File: src/rtl/if_front_end.sv
`default_nettype none
// ============================================================================
// Module   : if_front_end
// Brief    : Instruction-fetch front end: PC register, IF/ID pipeline register,
//            next-PC selection, stall/flush/redirect handling, event counters.
// Revision : 1.0 - initial release
// ============================================================================
module if_front_end #(
    parameter logic [31:0] RESET_PC = 32'h8000_0000,
    parameter logic [31:0] ILLOP_PC = 32'h8000_0004,
    parameter logic [31:0] XADR_PC  = 32'h8000_0008
) (
    input  logic        clk,
    input  logic        reset,
    input  logic        IF_PC_Write,
    input  logic        IF_ID_Write,
    input  logic        IF_ID_Flush,
    input  logic [2:0]  ID_PCSrc,
    input  logic [25:0] ID_JT,
    input  logic [31:0] ID_DataBusA,
    input  logic [2:0]  EX_PCSrc,
    input  logic        EX_ALUOut0,
    input  logic [31:0] EX_BranchTarget,
    input  logic [31:0] IF_Instruction,
    output logic [31:0] IF_PC,
    output logic [31:0] ID_PC_Plus4,
    output logic [31:0] ID_Instruction,
    output logic        ID_Valid,
    output logic [15:0] Stall_Count,
    output logic [15:0] Flush_Count
);

    localparam logic [2:0]  c_PCSRC_BRANCH = 3'b001;
    localparam logic [2:0]  c_PCSRC_JUMP   = 3'b010;
    localparam logic [2:0]  c_PCSRC_JREG   = 3'b011;
    localparam logic [2:0]  c_PCSRC_INTR   = 3'b100;
    localparam logic [2:0]  c_PCSRC_EXCP   = 3'b101;
    localparam logic [15:0] c_COUNT_MAX    = 16'hFFFF;

    logic        w_br;
    logic [31:0] w_pc_plus4;
    logic [31:0] w_jump_target;
    logic [31:0] w_next_pc;
    logic        w_pc_load;
    logic        w_id_bubble;
    logic        w_id_load;
    logic        w_stall_evt;

    logic [31:0] r_pc;
    logic [31:0] r_id_pc_plus4;
    logic [31:0] r_id_instruction;
    logic        r_id_valid;
    logic [15:0] r_stall_count;
    logic [15:0] r_flush_count;

    assign w_br          = (EX_PCSrc == c_PCSRC_BRANCH) && EX_ALUOut0;
    assign w_pc_plus4    = r_pc + 32'd4;
    assign w_jump_target = {r_id_pc_plus4[31:28], ID_JT, 2'b00};

    // A taken branch in EX is older than anything in ID, so it wins outright.
    always_comb begin
        w_next_pc = w_pc_plus4;
        if (w_br) begin
            w_next_pc = EX_BranchTarget;
        end else begin
            case (ID_PCSrc)
                c_PCSRC_EXCP: w_next_pc = XADR_PC;
                c_PCSRC_INTR: w_next_pc = ILLOP_PC;
                c_PCSRC_JREG: w_next_pc = ID_DataBusA;
                c_PCSRC_JUMP: w_next_pc = w_jump_target;
                default:      w_next_pc = w_pc_plus4;
            endcase
        end
    end

    // The instruction held in ID is on the wrong path once a branch resolves,
    // so the branch must be allowed to move the PC even through a stall.
    assign w_pc_load   = IF_PC_Write || w_br;
    assign w_stall_evt = !IF_PC_Write && !w_br;

    // Hold takes precedence over flush so a stalled jr is not lost.
    always_comb begin
        w_id_bubble = 1'b0;
        w_id_load   = 1'b0;
        if (w_br) begin
            w_id_bubble = 1'b1;
        end else if (!IF_ID_Write) begin
            w_id_bubble = 1'b0;
        end else if (IF_ID_Flush) begin
            w_id_bubble = 1'b1;
        end else begin
            w_id_load = 1'b1;
        end
    end

    always_ff @(posedge clk) begin
        if (reset) begin
            r_pc <= RESET_PC;
        end else if (w_pc_load) begin
            r_pc <= w_next_pc;
        end
    end

    always_ff @(posedge clk) begin
        if (reset) begin
            r_id_pc_plus4    <= 32'h0;
            r_id_instruction <= 32'h0;
            r_id_valid       <= 1'b0;
        end else if (w_id_bubble) begin
            r_id_pc_plus4    <= 32'h0;
            r_id_instruction <= 32'h0;
            r_id_valid       <= 1'b0;
        end else if (w_id_load) begin
            r_id_pc_plus4    <= w_pc_plus4;
            r_id_instruction <= IF_Instruction;
            r_id_valid       <= 1'b1;
        end
    end

    always_ff @(posedge clk) begin
        if (reset) begin
            r_stall_count <= 16'h0;
            r_flush_count <= 16'h0;
        end else begin
            if (w_stall_evt && (r_stall_count != c_COUNT_MAX)) begin
                r_stall_count <= r_stall_count + 16'd1;
            end
            if (w_id_bubble && (r_flush_count != c_COUNT_MAX)) begin
                r_flush_count <= r_flush_count + 16'd1;
            end
        end
    end

    assign IF_PC          = r_pc;
    assign ID_PC_Plus4    = r_id_pc_plus4;
    assign ID_Instruction = r_id_instruction;
    assign ID_Valid       = r_id_valid;
    assign Stall_Count    = r_stall_count;
    assign Flush_Count    = r_flush_count;

endmodule
`default_nettype wire

File: config.mk
export PLATFORM = sky130hd
export DESIGN_NAME = if_front_end
export DESIGN_NICKNAME = d
export VERILOG_FILES = /design/src/rtl/if_front_end.sv
export SDC_FILE = /design/constraint.sdc
export NUM_CORES = 1
export LEC_CHECK = 0
export ABC_AREA = 0
export CAP_MARGIN = 20
export CORE_UTILIZATION = 25
export CTS_BUF_LIST = sky130_fd_sc_hd__clkbuf_8 sky130_fd_sc_hd__clkbuf_16
export DETAILED_ROUTE_END_ITERATION = 10
export GPL_TIMING_DRIVEN = 0
export PLACE_DENSITY = 0.47
export SLEW_MARGIN = 0
export SYNTH_ARGS = -nofsm -noshare
export SYNTH_HDL_FRONTEND = slang
export SYNTH_SLANG_ARGS = --single-unit
File: constraint.sdc
create_clock -name clk -period 2.1 [get_ports clk]
set_clock_uncertainty 0.05 [all_clocks]
set_input_delay 0.21 -clock clk [delete_from_list [all_inputs] [get_ports clk]]
set_output_delay 0.21 -clock clk [all_outputs]
set_load 0.005 [all_outputs]
==> impl_metrics.json, run 1 <==
{
  "drt_pass1_iterations": 6,
  "synth-async-reset-ratio_pct": 0,
  "maxCapViolations": 0,
  "slowest_delay_ps": 390,
  "routed_wire_length_per_instance_um": 19.6,
  "critical_path.max_fanout": 8,
  "p_leak_nw": 3.76,
  "tritoncts": "done",
  "worstSetupStartpoint": "IF_PC[4]",
  "hp-class": "in2reg",
  "status": "completed",
  "peakVddDrop_mv": 0.409,
  "totalPowerFinal_mw": 7.11,
  "synth_nets": 961,
  "floorplan.core_area_um2": 26100,
  "syn_avg_cell_area_um2": 8.06,
  "global_route.usage.total_pct": 20.6,
  "synth_enable_flop_cells": 0,
  "ys_warn_count": 0,
  "floorplan.die.height_um": 165,
  "max-clock-path-buffers": 2,
  "syn-cell-area_um2": 6640,
  "synthTopCellsByCount": "sky130_fd_sc_hd__dfxtp_1 (129), sky130_fd_sc_hd__nand2_1 (120), sky130_fd_sc_hd__nor2_1 (80)",
  "wire_length_of_the_first_global_routing_pass_um": 41600,
  "comb_power_share_pct": 16.2,
  "clk_latency_ps": 430,
  "antennaDiodeCount": 0,
  "avg_vias_per_cell": 4.93,
  "tightest_slew_ps": 871,
  "post_route_drc": 0,
  "cts_inserted_buffers": 17,
  "timing.rr.start": "IF_PC[4]",
  "die_w_um": 165,
  "fillers": 2694,
  "clock_tree.htree_level_count": 4,
  "io_buffers": 262,
  "finalNetCount": 1246,
  "syn-instance-count": 824,
  "post-route-util_pct": 40.3,
  "netlist.area_leader.share_pct": 38.9,
  "f_max_mhz": 495,
  "finalMaxSlewViolations": 0,
  "ant_nets": 0,
  "gr-usage-met3_pct": 5.30,
  "post-synth-top-area-cell": "sky130_fd_sc_hd__dfxtp_1",
  "groute.layer.met2.usage_pct": 33.9,
  "postSynthRegisterBits": 129,
  "slowest_stage": "sky130_fd_sc_hd__or3_1",
  "synth.lib_cells_used.distinct": 64,
  "layout-drive-gt1-share_pct": 9.00,
  "root_buffer": "sky130_fd_sc_hd__clkbuf_16",
  "relSlewSlack_pct": 41.5,
  "drt-initial-drc-count": 332,
  "post-dp-hpwl_um": 21700,
  "place.gp.congestion": 0.844,
  "clock_transition_at_the_registers_of_the_reported_paths_ps": 60,
  "power_density_nw_per_um2": 677,
  "hold_viol": 0,
  "fp.dieArea_um2": 27200,
  "globalRouteOverflowTotal": 0,
  "post_layout_min_period_ps": 2020,
  "multi_input_comb_area_um2": 3820,
  "io_pins": 263,
  "first_global_vias": 6929,
  "start_util_pct": 25.5,
  "most_crowded_layer_gr": "met2",
  "synthMostInstantiatedCell": "sky130_fd_sc_hd__dfxtp_1",
  "internal_mw": 5.21,
  "synth-main-ff-cell": "sky130_fd_sc_hd__dfxtp_1",
  "layout.area.seq_um2": 2590,
  "worst_setup_path_start_kind": "flop",
  "hp-start": "IF_Instruction[6]",
  "antenna_violations_before_repair": 0,
  "critPathArrivalTime_ps": 2250,
  "power.clock.fraction_pct": 46.2,
  "rsz0062_at_grt": "true",
  "finalSetupViolCount": 0,
  "end_kind": "flop",
  "yosys-top-cells-area": "sky130_fd_sc_hd__dfxtp_1 (39%), sky130_fd_sc_hd__nand2_1 (6.8%), sky130_fd_sc_hd__a21oi_1 (5.4%)",
  "timing.final.crit_share_pct": 96.2,
  "grt_start_max_net_pins": 17,
  "critical_path_class": "reg2reg",
  "p_sw_share_pct": 26.8,
  "seq_power_share_pct": 37.6,
  "cts.sinks": 129,
  "global_route.usage.met1_pct": 26.7,
  "finalWirelength_um": 28500,
  "route.vias.total": 7179,
  "synthesis_to_finish_area_growth_pct": 58.2,
  "rows": 59,
  "switching_pwr_mw": 1.91,
  "cp_cell_sequence": "buf_4 -> nand3_1 -> or3_1 -> buf_6 -> nor3_4 -> mux2i_1 -> a211oi_2",
  "ys_seq_area_share_pct": 38.9,
  "worst-endpoint-required_ps": 2330
}
cells by family (layout without fill, tap and decap cells):
family,after synthesis,after routing,synth area share (%)
AOI/OAI and AO/OA,204,204,19.2
xor gates and xnor gates,55,55,7.25
adders and majority gates,3,3,0.565
buffers and inverters,68,366,4.97
DFF,129,129,38.9
muxes,27,27,4.11
and+or+nand+nor,338,338,25.0
through the flow:
| step | hold slack (ps) | instance area (um^2) | TNS, ps | instances | setup slack (ps) |
|---|---|---|---|---|---|
| after global routing | 273 | 10500 | -33.5 | 1457 | -19.9 |
| after floorplan | 287 | 6640 | 0 | 824 | 126 |
| after global placement | 393 | 9680 | -54990 | 1421 | -987 |
| after detailed placement | 396 | 9680 | -56280 | 1421 | -1000 |
| after CTS | 260 | 10400 | 0 | 1453 | 3.90 |
| final | 274 | 10500 | 0 | 1457 | 78.8 |
path summary, 6_finish.rpt:
kind                        endpoint  slack (ps)  cells after the start
setup / recovery           IF_PC[29]          80                      7
hold / removal     ID_Instruction[6]         270                      3
setup reg to reg           IF_PC[29]          80                      7
hold reg to reg   ID_Instruction[18]         400                      2
cells in the final DEF, fill, tap and decap left out, types with 5 or more instances in the layout:
master	n
sky130_fd_sc_hd__nand3_1	32
sky130_fd_sc_hd__o21ai_0	43
sky130_fd_sc_hd__nor2_1	79
sky130_fd_sc_hd__xor2_1	38
sky130_fd_sc_hd__a211oi_1	26
sky130_fd_sc_hd__xnor2_1	17
sky130_fd_sc_hd__and4_1	6
sky130_fd_sc_hd__and3_1	13
sky130_fd_sc_hd__clkbuf_1	29
sky130_fd_sc_hd__nand4_1	21
sky130_fd_sc_hd__a21oi_1	72
sky130_fd_sc_hd__a31oi_1	6
sky130_fd_sc_hd__buf_2	6
sky130_fd_sc_hd__clkbuf_16	17
sky130_fd_sc_hd__o32ai_1	6
sky130_fd_sc_hd__clkdlybuf4s50_1	262
sky130_fd_sc_hd__mux2i_1	25
sky130_fd_sc_hd__inv_1	6
sky130_fd_sc_hd__nor3_1	17
sky130_fd_sc_hd__and2_1	6
sky130_fd_sc_hd__dfxtp_1	123
sky130_fd_sc_hd__o211ai_1	10
sky130_fd_sc_hd__dfxtp_2	5
sky130_fd_sc_hd__nand2_1	118
sky130_fd_sc_hd__nor3_4	5
sky130_fd_sc_hd__buf_4	14
sky130_fd_sc_hd__nor2b_1	9
sky130_fd_sc_hd__clkbuf_2	5
state kept, by name, indices dropped and copies added, names as in the netlist:
signal	flops
Flush_Count	16
ID_Valid	1
IF_PC	32
ID_Instruction	32
Stall_Count	16
ID_PC_Plus4	32
final cells by class:
class,instances,share of cell area (%)
plain buffers,58,3.04
clock buffers,18,4.18
clock inverters,14,1.94
inverters,7,0.250
multi-input cells,627,36.4
flip-flops and latches,129,24.7
well taps,335,3.99
repair buffers,269,25.6
critical path, delay by kind of cell (launching register included):
kind | cells | cell delay, ps
AO/OA/AOI/OAI | 1 | 90
buffers and inverters | 2 | 330
flip-flops | 1 | 350
multiplexers | 1 | 240
AND/OR/NAND/NOR | 3 | 810
power by group through the flow:
stage	logic (mW)	clock network, mW	registers, mW
after global placement	1.14	0	2.72
after global routing	1.25	3.46	2.69
after CTS	1.15	3.35	2.67
after floorplan	0.456	0	2.70
after detailed placement	1.14	0	2.72
final	1.15	3.29	2.67
layer usage:
layer  vias to the layer above  part of all wire [%]
met5                         -                     0
met4                         0                   1.2
met3                        21                   7.8
met2                       252                    47
met1                      3376                    44
li1                       3530                     -
what timing repair did:
action                     4_1_cts  5_1_grt
pin swaps                        1        2
hold buffers                     0        0
setup endpoints to repair       51       81
setup buffers                    2        5
resized for setup               15       32
(Power assumes the default switching activity.)
==> run 2: changes to the inputs <==
--- a/config.mk
+++ b/config.mk
@@ -7,11 +7,11 @@
 export LEC_CHECK = 0
 export ABC_AREA = 0
 export CAP_MARGIN = 20
-export CORE_UTILIZATION = 25
+export CORE_UTILIZATION = 44
 export CTS_BUF_LIST = sky130_fd_sc_hd__clkbuf_8 sky130_fd_sc_hd__clkbuf_16
 export DETAILED_ROUTE_END_ITERATION = 10
 export GPL_TIMING_DRIVEN = 0
-export PLACE_DENSITY = 0.47
+export PLACE_DENSITY = 0.77
 export SLEW_MARGIN = 0
 export SYNTH_ARGS = -nofsm -noshare
 export SYNTH_HDL_FRONTEND = slang
==> impl_metrics.json, run 2 (synthesis results as in run 1) <==
{
  "rsz0062_at_grt": "true",
  "synthesis_to_finish_area_growth_pct": 55.5,
  "tightest_slew_ps": 801,
  "power.clock.fraction_pct": 47.0,
  "r2r_setup_slack_ps": 40,
  "routed_wire_length_per_instance_um": 18.9,
  "switching_pwr_mw": 1.80,
  "io_pins": 263,
  "place.detailed.instances": 1270,
  "peakVddDrop_mv": 0.571,
  "hold-worst-slack_ps": 283,
  "die_w_um": 125,
  "clk_latency_ps": 430,
  "status": "complete, but fails checks",
  "total_negative_setup_slack_ps": 0,
  "place.gp.congestion": 0.909,
  "most_common_cell_after_layout_fill_and_taps_aside": "sky130_fd_sc_hd__clkdlybuf4s50_1",
  "reg2reg_to": "IF_PC[29]",
  "hp-class": "in2reg",
  "f_max_mhz": 486,
  "finalNetCount": 1246,
  "worst-endpoint-required_ps": 2340,
  "floorplan.core_area_um2": 14600,
  "start_util_pct": 45.4,
  "root_buffer": "sky130_fd_sc_hd__clkbuf_16",
  "hold_viol": 0,
  "power_density_nw_per_um2": 696,
  "maxCapViolations": 0,
  "relSlewSlack_pct": 46.2,
  "timing.final.crit_share_pct": 98.0,
  "post_cts_hold_buffer_count": 0,
  "drt_pass1_iterations": 8,
  "critical_path_class": "reg2reg",
  "p_leak_nw": 3.76,
  "seq_power_share_pct": 37.2,
  "io_buffers": 262,
  "worstSetupEndpoint": "IF_PC[29]",
  "wire_length_of_the_first_global_routing_pass_um": 37500,
  "finalWirelength_um": 24700,
  "fp.dieArea_um2": 15600,
  "post_route_drc": 46,
  "rows": 44,
  "grt_start_max_net_pins": 17,
  "violations": "DRC",
  "cts.sinks": 129,
  "post_layout_min_period_ps": 2060,
  "finalSetupViolCount": 0,
  "ff2ff_path_depth": 6,
  "avg_vias_per_cell": 5.65,
  "p_sw_share_pct": 25.1,
  "floorplan.die.height_um": 125,
  "internal_mw": 5.39,
  "worstSetupStartpoint": "IF_PC[15]",
  "global_route.usage.total_pct": 31.1,
  "layout_common_cells": "sky130_fd_sc_hd__clkdlybuf4s50_1 (262), sky130_fd_sc_hd__dfxtp_1 (121), sky130_fd_sc_hd__nand2_1 (119)",
  "end_kind": "flop",
  "design_area_um2": 10300,
  "cts_inserted_buffers": 17,
  "worst_setup_path_start_kind": "flop",
  "route.vias.total": 7378,
  "critical_path.max_fanout": 7,
  "tritoncts": "done",
  "hp-start": "IF_Instruction[0]",
  "globalRouteOverflowTotal": 0,
  "antenna_violations_before_repair": 1,
  "comb_power_share_pct": 15.8,
  "timing.rr.start": "IF_PC[15]",
  "critPathArrivalTime_ps": 2290,
  "ant_nets": 0,
  "drt-initial-drc-count": 652,
  "clock_transition_at_the_registers_of_the_reported_paths_ps": 60,
  "post-dp-hpwl_um": 18300,
  "placed_cell_area_um2": 9490,
  "layout-drive-gt1-share_pct": 8.56,
  "clock_tree.htree_level_count": 4,
  "max-clock-path-buffers": 2,
  "finalMaxSlewViolations": 0,
  "final_cells": 1306,
  "first_global_vias": 6814
}
==> run 2: worst min path at each step <==
stage	endpoint	slack (ps)	depth (start not counted)
after floorplan	IF_PC[12]	290	2
after global placement	ID_Instruction[17]	390	2
after detailed placement	ID_Instruction[0]	400	2
after CTS	ID_Instruction[29]	270	3
after global routing	ID_Instruction[29]	280	3
final	ID_Instruction[0]	280	3
==> run 2: area by class of cell <==
type                       count  area, um^2
clock buffer                  17         425
fill                        1195        4320
multi-input combinational    627        3810
tap                          184         230
antenna                        1        2.50
timing repair buffer         268        2680
inverter                       7        26.3
clock inverter                14         239
buffer                        59         320
sequential                   129        2590
==> run 2: power groups by stage <==
stage / Clock (mW) / Combinational (mW) / Sequential (mW)
final: 3.38 / 1.14 / 2.67
after global routing: 3.50 / 1.21 / 2.68
after CTS: 3.39 / 1.11 / 2.67
after global placement: 0 / 1.09 / 2.71
after floorplan: 0 / 0.456 / 2.70
after detailed placement: 0 / 1.10 / 2.72
==> run 2: repair_timing <==
action                                  CTS  global route
setup buffers                             3             3
pin swaps                                 1             3
endpoints found under the setup margin   34            42
cloned                                    0             0
gates resized for setup                  13            29
==> run 2: worst max-delay path: stages, from the launching register on <==
cell and delay, ps:
sky130_fd_sc_hd__dfxtp_1 330, sky130_fd_sc_hd__clkbuf_2 210, sky130_fd_sc_hd__nand4_4 190, sky130_fd_sc_hd__or4b_4 580
sky130_fd_sc_hd__nor3_4 190, sky130_fd_sc_hd__mux2i_2 270, sky130_fd_sc_hd__a211oi_2 100
==> run 2: metal layers <==
layer	global-route usage, %	share of wire (%)
met5	0	0
met4	13.8	3.0
met3	7.47	9.1
met2	51.9	47
met1	38.1	41
==> run 2: through the flow <==
| step | power (mW) | setup slack [ps] | util [%] |
|---|---|---|---|
| final | 7.19 | 43.0 | 70.5 |
| after global routing | 7.40 | -40.1 | 70.5 |
| after CTS | 7.17 | 31.2 | 69.7 |
| after detailed placement | 3.82 | -765 | 64.8 |
| after global placement | 3.81 | -727 | 64.8 |
| after floorplan | 3.16 | 126 | - |
